File: src/rtl/alu_pkg.sv
// Shared types for the sequential ALU.
//   op_t    : operation encoding on the op input
//   state_t : control FSM states of seq_alu
package alu_pkg;

  typedef enum logic [1:0] {
    OP_MUL = 2'b00,
    OP_CMP = 2'b01,
    OP_ADD = 2'b10,
    OP_SUB = 2'b11
  } op_t;

  typedef enum logic [1:0] {
    IDLE = 2'b00,
    EXEC = 2'b01,
    MUL  = 2'b10,
    DONE = 2'b11
  } state_t;

endpackage

File: src/rtl/seq_mul_unit.sv
// Iterative unsigned shift-add multiplier, one multiplier bit per cycle, LSB first.
// Ports:
//   clk, rst_n : clock, asynchronous active-low reset
//   start      : load a/b and begin a new product (ignored unless idle by the caller)
//   a, b       : multiplicand, multiplier (WIDTH bits)
//   busy       : a product is being computed or is ready
//   done       : product is complete this cycle (WIDTH iterations finished)
//   product    : 2*WIDTH-bit accumulator; full product when done is high
module seq_mul_unit #(
  parameter int WIDTH = 8
) (
  input  logic                 clk,
  input  logic                 rst_n,
  input  logic                 start,
  input  logic [WIDTH-1:0]     a,
  input  logic [WIDTH-1:0]     b,
  output logic                 busy,
  output logic                 done,
  output logic [2*WIDTH-1:0]   product
);

  localparam int CW = $clog2(WIDTH + 1);

  logic [WIDTH-1:0]   mcand_q, mcand_d;
  logic [2*WIDTH-1:0] acc_q, acc_d;
  logic [CW-1:0]      cnt_q, cnt_d;
  logic               busy_q, busy_d;
  logic [WIDTH:0]     partial;

  // The accumulator starts as {0, multiplier}. Each step adds the multiplicand
  // into the upper half when the current low bit is set, then shifts the whole
  // thing right; the carry of the add becomes the new top bit. After WIDTH
  // steps the multiplier bits have all been shifted out and acc is the product.
  always_comb begin
    mcand_d = mcand_q;
    acc_d   = acc_q;
    cnt_d   = cnt_q;
    busy_d  = busy_q;
    partial = {1'b0, acc_q[2*WIDTH-1:WIDTH]} + (acc_q[0] ? {1'b0, mcand_q} : '0);
    if (start) begin
      mcand_d = a;
      acc_d   = {{WIDTH{1'b0}}, b};
      cnt_d   = '0;
      busy_d  = 1'b1;
    end else if (busy_q) begin
      if (cnt_q == CW'(WIDTH)) begin
        busy_d = 1'b0;
      end else begin
        acc_d = {partial, acc_q[WIDTH-1:1]};
        cnt_d = cnt_q + CW'(1);
      end
    end
  end

  always_ff @(posedge clk or negedge rst_n) begin
    if (!rst_n) begin
      mcand_q <= '0;
      acc_q   <= '0;
      cnt_q   <= '0;
      busy_q  <= 1'b0;
    end else begin
      mcand_q <= mcand_d;
      acc_q   <= acc_d;
      cnt_q   <= cnt_d;
      busy_q  <= busy_d;
    end
  end

  assign busy    = busy_q;
  assign done    = busy_q && (cnt_q == CW'(WIDTH));
  assign product = acc_q;

endmodule

File: src/rtl/seq_alu.sv
// Sequential four-function ALU (MUL, CMP, ADD, SUB) with valid/ready on both sides.
// Ports:
//   clk, rst_n          : clock, asynchronous active-low reset
//   in_valid / in_ready : operation handshake; op, x, y captured on accept
//   op                  : 00 MUL, 01 CMP, 10 ADD, 11 SUB
//   x, y                : WIDTH-bit operands
//   out_valid/out_ready : result handshake; results held while out_valid is high
//   f, f_hi             : result (low/high product halves for MUL, f_hi=0 otherwise)
//   cout                : carry (ADD), no-borrow (SUB), x>y unsigned (CMP), 0 (MUL)
//   overflow            : signed overflow (ADD/SUB), product wider than WIDTH (MUL)
//   zero                : f==0 (ADD/SUB/MUL), x==y (CMP)
module seq_alu
  import alu_pkg::*;
#(
  parameter int WIDTH = 8
) (
  input  logic             clk,
  input  logic             rst_n,
  input  logic             in_valid,
  output logic             in_ready,
  input  logic [1:0]       op,
  input  logic [WIDTH-1:0] x,
  input  logic [WIDTH-1:0] y,
  output logic             out_valid,
  input  logic             out_ready,
  output logic [WIDTH-1:0] f,
  output logic [WIDTH-1:0] f_hi,
  output logic             cout,
  output logic             overflow,
  output logic             zero
);

  localparam int MSB = WIDTH - 1;

  state_t           state_q, state_d;
  op_t              op_q, op_d;
  logic [WIDTH-1:0] x_q, x_d, y_q, y_d;
  logic [WIDTH-1:0] f_q, f_d, f_hi_q, f_hi_d;
  logic             cout_q, cout_d, ovf_q, ovf_d, zero_q, zero_d;

  op_t                op_in;
  logic               accept;
  logic               mul_start, mul_busy, mul_done;
  logic [2*WIDTH-1:0] mul_product;

  logic [WIDTH:0]   add_sum, sub_diff;
  logic [WIDTH-1:0] exec_f;
  logic             exec_cout, exec_ovf, exec_zero;

  assign op_in     = op_t'(op);
  assign in_ready  = (state_q == IDLE);
  assign out_valid = (state_q == DONE);
  assign accept    = in_valid && in_ready;

  // The multiplier has always finished by the time the FSM is back in IDLE;
  // gating on busy only keeps a stale run from ever being restarted mid-way.
  assign mul_start = accept && (op_in == OP_MUL) && !mul_busy;

  seq_mul_unit #(.WIDTH(WIDTH)) u_mul (
    .clk     (clk),
    .rst_n   (rst_n),
    .start   (mul_start),
    .a       (x),
    .b       (y),
    .busy    (mul_busy),
    .done    (mul_done),
    .product (mul_product)
  );

  // Subtraction as x + ~y + 1 so the carry out reads directly as "no borrow".
  assign add_sum  = {1'b0, x_q} + {1'b0, y_q};
  assign sub_diff = {1'b0, x_q} + {1'b0, ~y_q} + {{WIDTH{1'b0}}, 1'b1};

  // Single-cycle add/sub/compare results, computed from the captured operands.
  always_comb begin
    exec_f    = '0;
    exec_cout = 1'b0;
    exec_ovf  = 1'b0;
    exec_zero = 1'b0;
    case (op_q)
      OP_ADD: begin
        exec_f    = add_sum[MSB:0];
        exec_cout = add_sum[WIDTH];
        exec_ovf  = (x_q[MSB] == y_q[MSB]) && (add_sum[MSB] != x_q[MSB]);
        exec_zero = (add_sum[MSB:0] == '0);
      end
      OP_SUB: begin
        exec_f    = sub_diff[MSB:0];
        exec_cout = sub_diff[WIDTH];
        exec_ovf  = (x_q[MSB] != y_q[MSB]) && (sub_diff[MSB] != x_q[MSB]);
        exec_zero = (sub_diff[MSB:0] == '0);
      end
      OP_CMP: begin
        exec_cout = (x_q > y_q);
        exec_zero = (x_q == y_q);
      end
      default: begin
      end
    endcase
  end

  // Control FSM. Result registers are only written on entry to DONE, so they
  // stay stable through backpressure and keep their values after the handshake.
  always_comb begin
    state_d = state_q;
    op_d    = op_q;
    x_d     = x_q;
    y_d     = y_q;
    f_d     = f_q;
    f_hi_d  = f_hi_q;
    cout_d  = cout_q;
    ovf_d   = ovf_q;
    zero_d  = zero_q;
    case (state_q)
      IDLE: begin
        if (in_valid) begin
          op_d    = op_in;
          x_d     = x;
          y_d     = y;
          state_d = (op_in == OP_MUL) ? MUL : EXEC;
        end
      end
      EXEC: begin
        f_d     = exec_f;
        f_hi_d  = '0;
        cout_d  = exec_cout;
        ovf_d   = exec_ovf;
        zero_d  = exec_zero;
        state_d = DONE;
      end
      MUL: begin
        if (mul_done) begin
          f_d     = mul_product[MSB:0];
          f_hi_d  = mul_product[2*WIDTH-1:WIDTH];
          cout_d  = 1'b0;
          ovf_d   = (mul_product[2*WIDTH-1:WIDTH] != '0);
          zero_d  = (mul_product[MSB:0] == '0);
          state_d = DONE;
        end
      end
      DONE: begin
        if (out_ready) begin
          state_d = IDLE;
        end
      end
      default: state_d = IDLE;
    endcase
  end

  always_ff @(posedge clk or negedge rst_n) begin
    if (!rst_n) begin
      state_q <= IDLE;
      op_q    <= OP_MUL;
      x_q     <= '0;
      y_q     <= '0;
      f_q     <= '0;
      f_hi_q  <= '0;
      cout_q  <= 1'b0;
      ovf_q   <= 1'b0;
      zero_q  <= 1'b0;
    end else begin
      state_q <= state_d;
      op_q    <= op_d;
      x_q     <= x_d;
      y_q     <= y_d;
      f_q     <= f_d;
      f_hi_q  <= f_hi_d;
      cout_q  <= cout_d;
      ovf_q   <= ovf_d;
      zero_q  <= zero_d;
    end
  end

  assign f        = f_q;
  assign f_hi     = f_hi_q;
  assign cout     = cout_q;
  assign overflow = ovf_q;
  assign zero     = zero_q;

endmodule

File: config.mk
export PLATFORM = sky130hd
export DESIGN_NAME = seq_alu
export DESIGN_NICKNAME = d
export VERILOG_FILES = /design/src/rtl/alu_pkg.sv /design/src/rtl/seq_mul_unit.sv /design/src/rtl/seq_alu.sv
export SDC_FILE = /design/constraint.sdc
export NUM_CORES = 1
export LEC_CHECK = 0
export ABC_AREA = 0
export CAP_MARGIN = 10
export CELL_PAD_IN_SITES_DETAIL_PLACEMENT = 0
export CELL_PAD_IN_SITES_GLOBAL_PLACEMENT = 1
export CORE_MARGIN = 2
export CORE_UTILIZATION = 25
export CTS_CLUSTER_SIZE = 8
export DETAILED_ROUTE_END_ITERATION = 8
export PLACE_DENSITY = 0.48
export SLEW_MARGIN = 0
export SYNTH_ARGS = -nofsm -noshare
export SYNTH_HDL_FRONTEND = slang
export SYNTH_SLANG_ARGS = --single-unit
export TNS_END_PERCENT = 20
File: constraint.sdc
create_clock -name clk -period 6.4 [get_ports clk]
set_clock_uncertainty 0.1 [all_clocks]
set_input_delay 0.64 -clock clk [delete_from_list [all_inputs] [get_ports clk]]
set_output_delay 0.64 -clock clk [all_outputs]
set_load 0.03 [all_outputs]
==> results.md <==
Place:
- The post-placement cell count is approximately 700.
- In this run the cell area measured after placement is approximately 4900 um^2.
- The sum of net half-perimeters after detailed placement is around 9500 um.
- The final weighted congestion in routability-driven placement is approximately 0.77.
- The number of port buffers is 42.
- Timing analysis after detailed placement gives a worst setup slack of 2.64 ns.

Synth:
- The share of Yosys cell area claimed by the top area cell type is about 40%.
- The count of mapped cells out of synthesis is approximately 460.
- The number of warning messages in the yosys log is 0.
- The share of flip-flops with an asynchronous set or reset after synthesis is 100%.
- The mean instance size in the synthesized netlist is between 9 and 10 um^2.
- The post-synth design cell area is 4250 um^2.
- The number of flops mapped to enable cells by yosys is 0.
- The most area-hungry cell type in the Yosys netlist is sky130_fd_sc_hd__dfrtp_1.
- Of the synthesized area, sequential elements account for around two fifths.
- Counting every net in the synthesized netlist gives between 500 and 600.
- The flop and latch count out of synthesis is around 70.
- In the post-synthesis netlist, the biggest area contributors are sky130_fd_sc_hd__dfrtp_1 40%, sky130_fd_sc_hd__ha_1 8.8%, sky130_fd_sc_hd__nand2_1 7.2%.
- In this run, distinct cell masters in the synthesized netlist total just over 60.
- The leading register cell type out of synthesis is sky130_fd_sc_hd__dfrtp_1.

Power and ir drop:
- The completed layout was analyzed and its total power is just under 1 mW.
- The leakage power total is ~2.4 nW.
- The power density of the placed cells is 192 nW/um^2.
- The highest ir drop seen on vdd is 133 uV.

Finish:
- The number of nets in the finished design is around 550.
- After routing the design area is a little over 5000 um^2.
- Leaving out fill and tap cells, the most frequent cells in the layout are 81 x sky130_fd_sc_hd__nand2_1, 68 x sky130_fd_sc_hd__dfrtp_1, 41 x sky130_fd_sc_hd__clkdlybuf4s50_1.
- Excluding fillers, the count of instances in the completed layout stands at a little over 700.
- The repair_antennas step left the layout with diodes totalling 0.
- The leading cell type in the layout, fill and taps excluded is sky130_fd_sc_hd__nand2_1.
- The area growth from synthesis to layout is 22.0%.
- The fraction of final layout cells with drive strength greater than 1 is 10.1%.

Setup path:
- The kind of cell with the highest combined delay along the critical path is simple AND/OR/NAND/NOR gates.
- The reg-to-reg endpoint is u_mul.product[13]$_DFFE_PN0P_.
- Walking the worst path, the cells encountered are clkdlybuf4s50_1 -> nand2_1 -> nor4_4 -> nor2_1 -> a32o_1.
- The setup check on the worst reg-to-reg path leaves a slack of slightly above 3 ns.
- At the worst endpoint, the arrival time is between 3 and 4 ns.
- STA classifies the critical path startpoint as a primary input.
- In this run the worst path has a maximum fanout of 20.
- STA classifies the critical path endpoint as a flop.
- In this run the critical register-to-register path is launched from state_q[0]$_DFFE_PN0P_.
- The largest individual stage delay along the critical path comes from the cell sky130_fd_sc_hd__nor4_4.
- The most critical setup path has its startpoint at in_valid.
- The worst register-to-register path has a depth of 6.
- Counting both buffers and inverters, the worst setup path holds a total of 1.
- The delay contributed by the slowest stage of the critical path is ~0.95 ns.
- By startpoint and endpoint, the worst setup path is classified as in2reg.
- The required time of the critical path is around 6.5 ns.

STA:
- After layout, the worst setup slack is between 3 and 4 ns.
- Setup total negative slack on the finished layout was measured at 0 ns.
- The final count of negative-setup-slack endpoints is 0.
- Headroom to the max-slew limit came out at around 28%.
- The fraction of the cycle the final worst path needs is ~53%.
- Setup repair after global routing left no endpoint under its margin.
- Subtracting the final worst setup slack from the clock period gives between 3 and 4 ns.
- The count of pins over their slew limit is 0.
- The slew at the pin with the worst max-slew slack is between 1 and 1.5 ns.
- For this run, the top clock speed supported by timing is between 0.2 and 0.3 GHz.
- The final-report hold violation count was 0.

Floorplan:
- The area of the placeable core is about 17,000 um^2.
- In this run the vertical extent of the chip is ~130 um.
- The number of placement rows is 47.
- The area enclosed by the die boundary is approximately 18,000 um^2.
- The starting density of the core is between 20% and 30%.
- The count of boundary I/O pins is 43.
- The die outline width is around 130 um.

Detailed routing:
- The DRC violations left is 0.
- The total wirelength of the detailed-routed design is between 10,000 and 15,000 um.
- The count of nets left with antenna violations once routing finished came out at 0.
- For this block, the initial DRC count from the detailed router was 201.
- The routed via count divided by cell count is roughly 4.8.
- The length of the first detailed-routing pass in iterations is 4.
- The total via count after detailed routing is roughly 3,400.
- After detailed routing, the average wire length per cell comes to 17.4 um.

Global route:
- The wire length of the first global-routing pass is 20,000 um.
- Entering global routing, the biggest net connects 69 pins.
- The overall track demand over capacity in global routing is between 10 and 15%.
- The number of global-route vias before repair is between 3,000 and 4,000.
- For this run the aggregate overflow at the end of global routing stands at 0.
- The initial antenna violation count is 0.

Worst hold path:
- The path with the worst hold slack has its endpoint at u_mul.mcand_q[4]$_DFFE_PN0P_.
- The startpoint of the lowest-slack hold path is u_mul.mcand_q[4]$_DFFE_PN0P_.
- The number of cells on the worst hold path is 2.
- The classification of the worst-slack hold path is reg2reg.

Clock tree:
- The total CTS buffers is 9.
- The tree is rooted in a sky130_fd_sc_hd__clkbuf_16.
- After clock tree synthesis, the flow added hold-fix buffers numbering 0.
- The clock-pin slew on the worst setup and hold paths is roughly 0.060 ns.
- Post-CTS repair changed the size of 0 cells.
- The number of buffers added for setup after CTS is 0.
- The clock insertion delay at the later pin of the skew report is approximately 0.34 ns.
- The clock net in this run drives a total of between 60 and 70 sinks.
- The number of H-tree branching levels is 3.
- The clock tree from TritonCTS is yes.
- In this run the deepest clock path goes through 2 buffers.

Run status:
- The run finished with clean final reports.

Flow run:
- The tool flagged a number of max-cap violations equal to 0.
cell families after synthesis:
logic type / count (synthesis) / synth area share [%]
and+or+nand+nor: 159 / 18.1
buffers and inverters: 48 / 4.95
muxes: 21 / 5.48
AOI/OAI and AO/OA: 108 / 17.4
DFF: 68 / 40.1
adders and majority gates: 33 / 10.3
xor gates and xnor gates: 18 / 3.71
synth_stat cells, drive strengths merged (4+ instances only):
cell type / number
nand2: 81
dfrtp: 68
ha: 30
inv: 28
o21ai: 26
a21oi: 25
nor2: 22
mux2: 18
xnor2: 11
a22oi: 10
buf: 10
clkbuf: 9
nor3: 8
and2: 7
nand2b: 7
xor2: 7
a31oi: 6
nand3: 6
nor4: 5
a21o: 4
nor2b: 4
o211ai: 4
o21a: 4
o311ai: 4
or3: 4
layer usage:
metal	wire length [um]	share of wire (%)	track usage, %	vias to the layer above
met5	0	0	0	-
met4	150	1.2	4.21	0
met3	435	3.5	3.10	8
met2	5520	44	21.9	66
met1	6340	51	21.1	1664
li1	-	-	-	1691
how the worst max path moves through the flow:
stage                               endpoint  slack [ns]  cells after the start
2_1_floorplan  u_mul.product[13]$_DFFE_PN0P_        4.11                     11
3_3_place_gp   u_mul.product[13]$_DFFE_PN0P_        2.71                      5
3_5_place_dp   u_mul.product[13]$_DFFE_PN0P_        2.64                      5
4_1_cts        u_mul.product[13]$_DFFE_PN0P_        2.99                      5
5_1_grt         u_mul.product[9]$_DFFE_PN0P_        2.64                      7
6_report       u_mul.product[13]$_DFFE_PN0P_        3.04                      5
registers in the layout (all words and copies together) (netlist names):
name,cells
u_mul.mcand_q,8
state_q,2
op_q,2
cout,1
overflow,1
u_mul.busy,1
f,8
zero,1
f_hi,8
y_q,8
x_q,8
u_mul.cnt_q,4
u_mul.product,16
through the flow:
stage	util [%]	hold slack (ns)
after floorplan	-	0.244
after global placement	29.3	0.362
after detailed placement	29.3	0.365
after CTS	31.2	0.379
after global routing	31.2	0.405
final	31.2	0.373
worst register-to-register path, stage by stage (launching register included):
cell	delay [ns]
sky130_fd_sc_hd__dfrtp_1	0.38
sky130_fd_sc_hd__inv_1	0.10
sky130_fd_sc_hd__ha_1	0.25
sky130_fd_sc_hd__nand2_1	0.57
sky130_fd_sc_hd__nor4_4	0.96
sky130_fd_sc_hd__nor2_1	0.51
sky130_fd_sc_hd__a32o_1	0.35
layout make-up:
class	count	area, um^2
Clock buffer	11	243
Clock inverter	5	75.1
Fill cell	1772	11400
Inverter	29	109
Multi-Input combinational cell	339	2340
Sequential cell	68	1700
Tap cell	220	275
Timing Repair Buffer	45	438
where the power goes:
part	switching, mW	leakage, nW	total [mW]	internal [mW]
Clock	0.186	0.159	0.536	0.350
Combinational	0.0152	1.38	0.0270	0.0118
Sequential	0	0.888	0.430	0.430
No activity file was read; power rests on OpenSTA's default activity.
